## src/rtl/sram_port_arbiter.sv

```systemverilog
// Shares one synchronous SRAM between the control loader (C) and the CPU (P),
// with registered SRAM pins and owner-tagged read return. SRAM_ARB_RR_EN selects round-robin contention.
module sram_port_arbiter #(
    parameter int MEMORY_DATA_WIDTH = 8,
    parameter int MEMORY_ADDR_WIDTH = 9
) (
    input  logic                         CLK,
    input  logic                         RST_N,
    input  logic                         C_REQ,
    input  logic                         C_LOCK,
    input  logic                         C_WE,
    input  logic [MEMORY_ADDR_WIDTH-1:0] C_ADDR,
    input  logic [MEMORY_DATA_WIDTH-1:0] C_WDATA,
    output logic                         C_GNT,
    output logic                         C_RVALID,
    output logic [MEMORY_DATA_WIDTH-1:0] C_RDATA,
    input  logic                         P_REQ,
    input  logic                         P_LOCK,
    input  logic                         P_WE,
    input  logic [MEMORY_ADDR_WIDTH-1:0] P_ADDR,
    input  logic [MEMORY_DATA_WIDTH-1:0] P_WDATA,
    output logic                         P_GNT,
    output logic                         P_RVALID,
    output logic [MEMORY_DATA_WIDTH-1:0] P_RDATA,
    output logic                         CEN_after_mux,
    output logic                         WEN_after_mux,
    output logic [MEMORY_ADDR_WIDTH-1:0] A_after_mux,
    output logic [MEMORY_DATA_WIDTH-1:0] D_after_mux,
    input  logic [MEMORY_DATA_WIDTH-1:0] Q_from_SRAM
);

    typedef enum logic [1:0] {
        IDLE  = 2'd0,
        OWN_C = 2'd1,
        OWN_P = 2'd2
    } state_t;

    state_t     state;
    logic       arb_free;
    logic       c_prio;
    logic       c_win;
    logic       p_win;
    logic [1:0] rd_s1;   // [1] = P read, [0] = C read
    logic [1:0] rd_s2;

`ifdef SRAM_ARB_RR_EN
    logic rr_p_next;     // 1: P wins the next contention in IDLE

    assign c_prio = ~rr_p_next;

    always_ff @(posedge CLK or negedge RST_N) begin
        if (!RST_N) begin
            rr_p_next <= 1'b0;
        end else if (arb_free && (c_win || p_win)) begin
            rr_p_next <= c_win;
        end
    end
`else
    assign c_prio = 1'b1;
`endif

    // Handshake: xREQ acts as valid and xGNT as ready; an access is accepted on the
    // rising edge where both are high, and request fields must be stable until then.
    always_comb begin
        arb_free = !((state == OWN_C && C_LOCK) || (state == OWN_P && P_LOCK));
        c_win    = 1'b0;
        p_win    = 1'b0;
        if (arb_free) begin
            c_win = C_REQ && (!P_REQ || c_prio);
            p_win = P_REQ && !c_win;
        end else if (state == OWN_C) begin
            c_win = C_REQ;
        end else begin
            p_win = P_REQ;
        end
        if (!RST_N) begin
            c_win = 1'b0;
            p_win = 1'b0;
        end
    end

    assign C_GNT = c_win;
    assign P_GNT = p_win;

    always_ff @(posedge CLK or negedge RST_N) begin
        if (!RST_N) begin
            state         <= IDLE;
            CEN_after_mux <= 1'b1;
            WEN_after_mux <= 1'b1;
            A_after_mux   <= '0;
            D_after_mux   <= '0;
            rd_s1         <= 2'b00;
            rd_s2         <= 2'b00;
        end else begin
            rd_s1 <= {p_win && !P_WE, c_win && !C_WE};
            rd_s2 <= rd_s1;
            if (c_win) begin
                CEN_after_mux <= 1'b0;
                WEN_after_mux <= ~C_WE;
                A_after_mux   <= C_ADDR;
                D_after_mux   <= C_WDATA;
                state         <= C_LOCK ? OWN_C : IDLE;
            end else if (p_win) begin
                CEN_after_mux <= 1'b0;
                WEN_after_mux <= ~P_WE;
                A_after_mux   <= P_ADDR;
                D_after_mux   <= P_WDATA;
                state         <= P_LOCK ? OWN_P : IDLE;
            end else begin
                CEN_after_mux <= 1'b1;
                WEN_after_mux <= 1'b1;
                if (arb_free) begin
                    state <= IDLE;
                end
            end
        end
    end

    // Tag reaches rd_s2 the cycle the SRAM presents Q for that read.
    assign C_RVALID = rd_s2[0];
    assign P_RVALID = rd_s2[1];
    assign C_RDATA  = rd_s2[0] ? Q_from_SRAM : '0;
    assign P_RDATA  = rd_s2[1] ? Q_from_SRAM : '0;

endmodule

```

## config.mk

```make
export PLATFORM = sky130hd
export DESIGN_NAME = sram_port_arbiter
export DESIGN_NICKNAME = d
export VERILOG_FILES = /design/src/rtl/sram_port_arbiter.sv
export SDC_FILE = /design/constraint.sdc
export NUM_CORES = 1
export LEC_CHECK = 0
export ABC_AREA = 1
export BUFFER_PORTS_ARGS = -buffer_cell sky130_fd_sc_hd__buf_2
export CELL_PAD_IN_SITES_DETAIL_PLACEMENT = 1
export CELL_PAD_IN_SITES_GLOBAL_PLACEMENT = 1
export CORE_MARGIN = 2
export CORE_UTILIZATION = 31
export DETAILED_ROUTE_END_ITERATION = 16
export GPL_ROUTABILITY_DRIVEN = 0
export PLACE_DENSITY_LB_ADDON = 0.15
export SETUP_SLACK_MARGIN = 0.1
export SLEW_MARGIN = 20
export SYNTH_ARGS = -nofsm -noshare
export SYNTH_HDL_FRONTEND = slang
export SYNTH_SLANG_ARGS = --single-unit
```

## constraint.sdc

```tcl
create_clock -name CLK -period 2.68 [get_ports CLK]
set_input_delay 0.268 -clock CLK [delete_from_list [all_inputs] [get_ports CLK]]
set_output_delay 0.268 -clock CLK [all_outputs]
set_load 0.05 [all_outputs]
```

==> flow_metrics.env, run 1 <==
export IMPL_grt_max_degree=38
export IMPL_p_int_mw=0.640
export IMPL_clock_skew_ns=0.00625
export IMPL_area_growth_pct=32.3
export IMPL_yosysWarnings=0
export IMPL_finalHoldViolCount=0
export IMPL_io_buffers=88
export IMPL_nFillCells=618
export IMPL_synth_area_per_cell_um2=7.51
export IMPL_crit_type="register to output port"
export IMPL_drt_iter0_drc=93
export IMPL_setup_ws_ns=0.521
export IMPL_cts_sinks=25
export IMPL_drc=0
export IMPL_maxSlewViolCount=0
export IMPL_die_height_um=73.8
export IMPL_fp_coreArea_mm2=0.00472
export IMPL_worst_pin_slew_ns=0.463
export IMPL_via_count=1549
export IMPL_critPathCaptureType="output port"
export IMPL_power_mw=1.10
export IMPL_critPathArrivalTime_ns=1.89
export IMPL_min_path_type="primary input to register"
export IMPL_p_seq_share_pct=41.0
export IMPL_n_antenna_cell=0
export IMPL_drive_above_1_share_pct=41.6
export IMPL_tritoncts="done"
export IMPL_outcome="finished, final reports clean"
export IMPL_fin_crit_ns=2.16
export IMPL_synth_cell_types=18
export IMPL_hold_buffers=1
export IMPL_ys_seq_area_share_pct=41.6
export IMPL_post_cts_resize_count=0
export IMPL_wire_per_inst_um=12.4
export IMPL_dr_pass1_iters=4
export IMPL_dp_slack_ns=0.715
export IMPL_wirelength_mm=4.32
export IMPL_switchingPower_mw=0.462
export IMPL_power_frac_comb_pct=38.0
export IMPL_die_area_mm2=0.00544
export IMPL_syn_inst=201
export IMPL_clock_path_buffers=2
export IMPL_cp_max_fo=22
export IMPL_root_buffer="clkbuf_8"
export IMPL_die_x_um=73.8
export IMPL_nets=332
export IMPL_vdd_drop_max_uv=317
export IMPL_ant_nets=0
export IMPL_cts_buffers=3
export IMPL_p_per_area_mw_per_mm2=552
export IMPL_groute_usage_overall_pct=16.4
export IMPL_antenna_found_initial=0
export IMPL_post_route_period_util_pct=80.6
export IMPL_ios=89
export IMPL_dp_hpwl_mm=3.31
export IMPL_cts_htree_levels=1
export IMPL_rsz0062_at_grt="no"
export IMPL_fp_row_count=25
export IMPL_switching_share_pct=41.9
export IMPL_finalSetupTns_ns=0
export IMPL_p_leak_nw=1.30
export IMPL_r2r_cells=7
export IMPL_max_freq_mhz=463
export IMPL_cap_violations=0
export IMPL_worst_setup_path_start_kind="register"
export IMPL_viasPerCell=4.45
export IMPL_relSlewSlack_pct=69.1
export IMPL_grt_overflow=0
export IMPL_clk_pin_slew_ns=0.09
export IMPL_hold_depth=2
export IMPL_cts_setup_buffers=0
export IMPL_grt_pass1_wl_mm=6.97
export IMPL_ys_ff_latch=25
export IMPL_synth_fp_nets=251
export IMPL_setup_viol=0
export IMPL_finish_utilization_pct=42.3
export IMPL_cp_required_ns=2.41
export IMPL_syn_area_mm2=0.00151
export IMPL_clock_latency_ns=0.27
export IMPL_start_util_pct=31.9
export IMPL_p_clk_share_pct=21.0
export IMPL_grt_pass1_vias=1532
## layout make-up
| class | count | area, um2 | area share, % |
|---|---|---|---|
| clock buffer | 3 | 41.3 | 2.07 |
| clock inverter | 1 | 7.51 | 0.376 |
| inverter | 24 | 90.1 | 4.51 |
| multi-input combinational | 137 | 679 | 34.0 |
| sequential | 25 | 628 | 31.5 |
| tap | 67 | 83.8 | 4.20 |
| timing repair buffer | 91 | 465 | 23.3 |
## worst paths after layout
path / from / end / slack [ns]
min in group asynchronous: RST_N / A_after_mux[0] / 0.38
worst min-delay path: C_WE / rd_s1[0] / 0.14
worst min register to register: rd_s1[0] / rd_s2[0] / 0.36
worst max-delay path: state[0] / P_GNT / 0.52
worst max register to register: state[0] / D_after_mux[2] / 0.74
max in group asynchronous: RST_N / CEN_after_mux / 1.61
## metrics by stage
stage / cells / hold slack (ns) / cell area, um2
after CTS: 348 / 0.139 / 2000
after detailed placement: 343 / 0.132 / 1940
after floorplan: 201 / -0.0276 / 1510
final: 348 / 0.143 / 2000
after global routing: 348 / 0.141 / 2000
after global placement: 343 / 0.132 / 1940
## sequential cells by signal, indices dropped and copies added, names as in the netlist
register and flops:
WEN_after_mux 1, state 2, D_after_mux 8, rd_s1 2, CEN_after_mux 1, A_after_mux 9, rd_s2 2
## worst max-delay path, stage by stage (launching register included)
cell	delay (ns)
dfrtp_1	0.41
inv_1	0.07
nand3_2	0.36
nand2_4	0.18
nand2_4	0.19
inv_1	0.13
buf_2	0.27
## synthesized netlist by cell type
cell / instances / area, um2
nand3_2: 1 / 10.0
nand2_4: 2 / 22.5
clkbuf_1: 2 / 7.51
dfstp_2: 2 / 52.6
nand2_8: 1 / 20.0
nand3b_1: 1 / 7.51
nand2_2: 16 / 100
nor2_1: 2 / 7.51
dfrtp_1: 23 / 576
nand3_4: 1 / 17.5
nand4_1: 19 / 119
nand2_1: 76 / 285
nand3_1: 18 / 90.1
inv_1: 24 / 90.1
buf_4: 7 / 52.6
buf_2: 4 / 20.0
buf_12: 1 / 20.0
buf_6: 1 / 11.3
## cell usage in the layout (no fill, tap or decap)
| cell type | count |
|---|---|
| nand3_1 | 18 |
| buf_4 | 2 |
| buf_2 | 88 |
| nand2_4 | 2 |
| nand2_2 | 16 |
| clkbuf_8 | 3 |
| dfrtp_1 | 23 |
| nand3b_1 | 1 |
| dlygate4sd3_1 | 1 |
| nand3_4 | 1 |
| nor2_1 | 2 |
| inv_1 | 24 |
| nand3_2 | 1 |
| nand2_8 | 1 |
| dfstp_2 | 2 |
| nand4_1 | 19 |
| nand2_1 | 76 |
| clkinvlp_4 | 1 |
## kinds of logic after synthesis
| group | count (synthesis) | share of synthesized area [%] |
|---|---|---|
| flops | 25 | 41.6 |
| simple gates | 137 | 45.0 |
| buf+inv | 39 | 13.4 |
## power by group through the flow
stage | sequential, mW | clock [mW] | combinational (mW)
detailed placement | 0.459 | 0 | 0.423
CTS | 0.452 | 0.239 | 0.424
global placement | 0.460 | 0 | 0.418
floorplan | 0.616 | 0 | 0.150
finish | 0.451 | 0.231 | 0.419
global route | 0.459 | 0.254 | 0.452
## routing by layer
metal  global-route usage (%)  part of all wire [%]
met2                     28.5                    49
met1                     20.7                    44
met4                     4.24                  0.95
met5                        0                     0
met3                     3.29                   6.3
Note: power is estimated with default switching activity, not from simulation.
==> run 2: changes to the inputs <==
Settings changed: CORE_UTILIZATION 31 to 26.
Clock period 2.68 ns to 1.96 ns, I/O delays scaled along.
==> flow_metrics.env, run 2 (synthesis results as in run 1) <==
export IMPL_outcome="finished, final reports clean"
export IMPL_drive_above_1_share_pct=42.8
export IMPL_via_count=1578
export IMPL_drt_iter0_drc=53
export IMPL_cap_violations=0
export IMPL_finalSetupTns_ns=0
export IMPL_clk_pin_slew_ns=0.10
export IMPL_hold_buffers=0
export IMPL_ios=89
export IMPL_finish_utilization_pct=37.2
export IMPL_p_leak_nw=1.32
export IMPL_fp_row_count=27
export IMPL_groute_usage_overall_pct=14.3
export IMPL_cts_sinks=25
export IMPL_largest_reg_flops=9
export IMPL_finalHoldViolCount=0
export IMPL_mostFrequentLayoutCells="87 x buf_2, 76 x nand2_1, 24 x inv_1"
export IMPL_start_util_pct=27.2
export IMPL_crit_type="register to output port"
export IMPL_cp_required_ns=1.76
export IMPL_cts_htree_levels=1
export IMPL_grt_pass1_vias=1569
export IMPL_io_buffers=88
export IMPL_cts_buffers=3
export IMPL_worst_pin_slew_ns=0.503
export IMPL_grt_overflow=0
export IMPL_wirelength_mm=4.47
export IMPL_fp_coreArea_mm2=0.00554
export IMPL_dp_hpwl_mm=3.34
export IMPL_critPathArrivalTime_ns=1.49
export IMPL_rsz0062_at_grt="no"
export IMPL_clock_latency_ns=0.27
export IMPL_p_per_area_mw_per_mm2=738
export IMPL_cp_max_fo=22
export IMPL_clock_skew_ns=0.00497
export IMPL_power_mw=1.52
export IMPL_final_common_cell="buf_2"
export IMPL_critPathCaptureType="output port"
export IMPL_relSlewSlack_pct=66.4
export IMPL_largest_register="A_after_mux"
export IMPL_dr_pass1_iters=4
export IMPL_viasPerCell=4.42
export IMPL_clock_path_buffers=2
export IMPL_wire_per_inst_um=12.5
export IMPL_nets=336
export IMPL_area_growth_pct=36.6
export IMPL_die_x_um=80.2
export IMPL_fin_crit_ns=1.68
export IMPL_max_freq_mhz=594
export IMPL_reg_top3="A_after_mux (9), D_after_mux (8)"
export IMPL_antenna_found_initial=0
export IMPL_ant_nets=0
export IMPL_grt_max_degree=43
export IMPL_vdd_drop_max_uv=365
export IMPL_die_height_um=80.2
export IMPL_drc=0
export IMPL_tritoncts="done"
export IMPL_min_path_type="primary input to asynchronous set/reset pin"
export IMPL_n_antenna_cell=0
export IMPL_grt_pass1_wl_mm=7.36
export IMPL_setup_viol=0
export IMPL_post_route_period_util_pct=85.9
export IMPL_maxSlewViolCount=0
export IMPL_root_buffer="clkbuf_8"
export IMPL_worst_setup_path_start_kind="register"
export IMPL_die_area_mm2=0.00643
[run 2: cell count changes in the layout (fill, tap and decap cells not counted), sizes merged]
cell / before / now
dlygate4sd3: 1 / 0
buf: 90 / 95
[run 2: critical path, stage by stage, from the launching register on]
cell and delay, ns:
dfrtp_1 0.41, inv_1 0.10, nand3_4 0.15, nand2_4 0.13, nand2_8 0.13, inv_1 0.11, buf_4 0.20
[run 2: layout make-up]
class / count / area, um2
clock buffers: 3 / 41.3
clock inverters: 1 / 7.51
fillers: 744 / 3480
inverters: 24 / 90.1
multi-input cells: 137 / 696
flip-flops and latches: 25 / 628
well taps: 72 / 90.1
repair buffers: 95 / 508
[run 2: report_power, final]
part,leakage (nW),switching [mW],internal [mW]
Combinational,0.982,0.428,0.158
Clock,0.0217,0.172,0.144
Sequential,0.314,0.0360,0.581
Total,1.32,0.636,0.884
[run 2: stage by stage]
| step | cells | instance area [um2] | hold WS (ns) | setup WS, ns |
|---|---|---|---|---|
| after floorplan | 201 | 1510 | -0.0996 | 0.501 |
| after global placement | 350 | 1970 | 0.334 | 0.415 |
| after detailed placement | 350 | 1970 | 0.336 | 0.379 |
| after CTS | 354 | 2020 | 0.0783 | 0.131 |
| after global routing | 357 | 2060 | 0.0704 | 0.143 |
| final | 357 | 2060 | 0.0794 | 0.277 |
[run 2: routing by layer]
layer	routed length [um]	track usage [%]	up-vias
met3	278	2.25	2
met1	2050	19.3	731
li1	-	-	795
met2	2100	24.3	50
met5	0	0	-
met4	40	3.05	0
[run 2: final timing paths]
kind / slack (ns) / to / depth (start not counted) / start
setup reg to reg: 0.47 / A_after_mux[2] / 9 / state[0]
min in group CLK: 0.08 / rd_s1[0] / 2 / C_WE
hold / removal: 0.08 / D_after_mux[7] / 2 / RST_N
setup / recovery: 0.28 / P_GNT / 6 / state[0]
hold reg to reg: 0.35 / rd_s2[0] / 0 / rd_s1[0]
max in group asynchronous: 1.51 / CEN_after_mux / 2 / RST_N
[run 2: repair_timing]
item | in CTS | in global routing
pin swaps | 0 | 1
endpoints found under the setup margin | 1 | 2
gates resized for setup | 1 | 2
buffers inserted | 0 | 3
hold endpoints to repair | 0 | 0
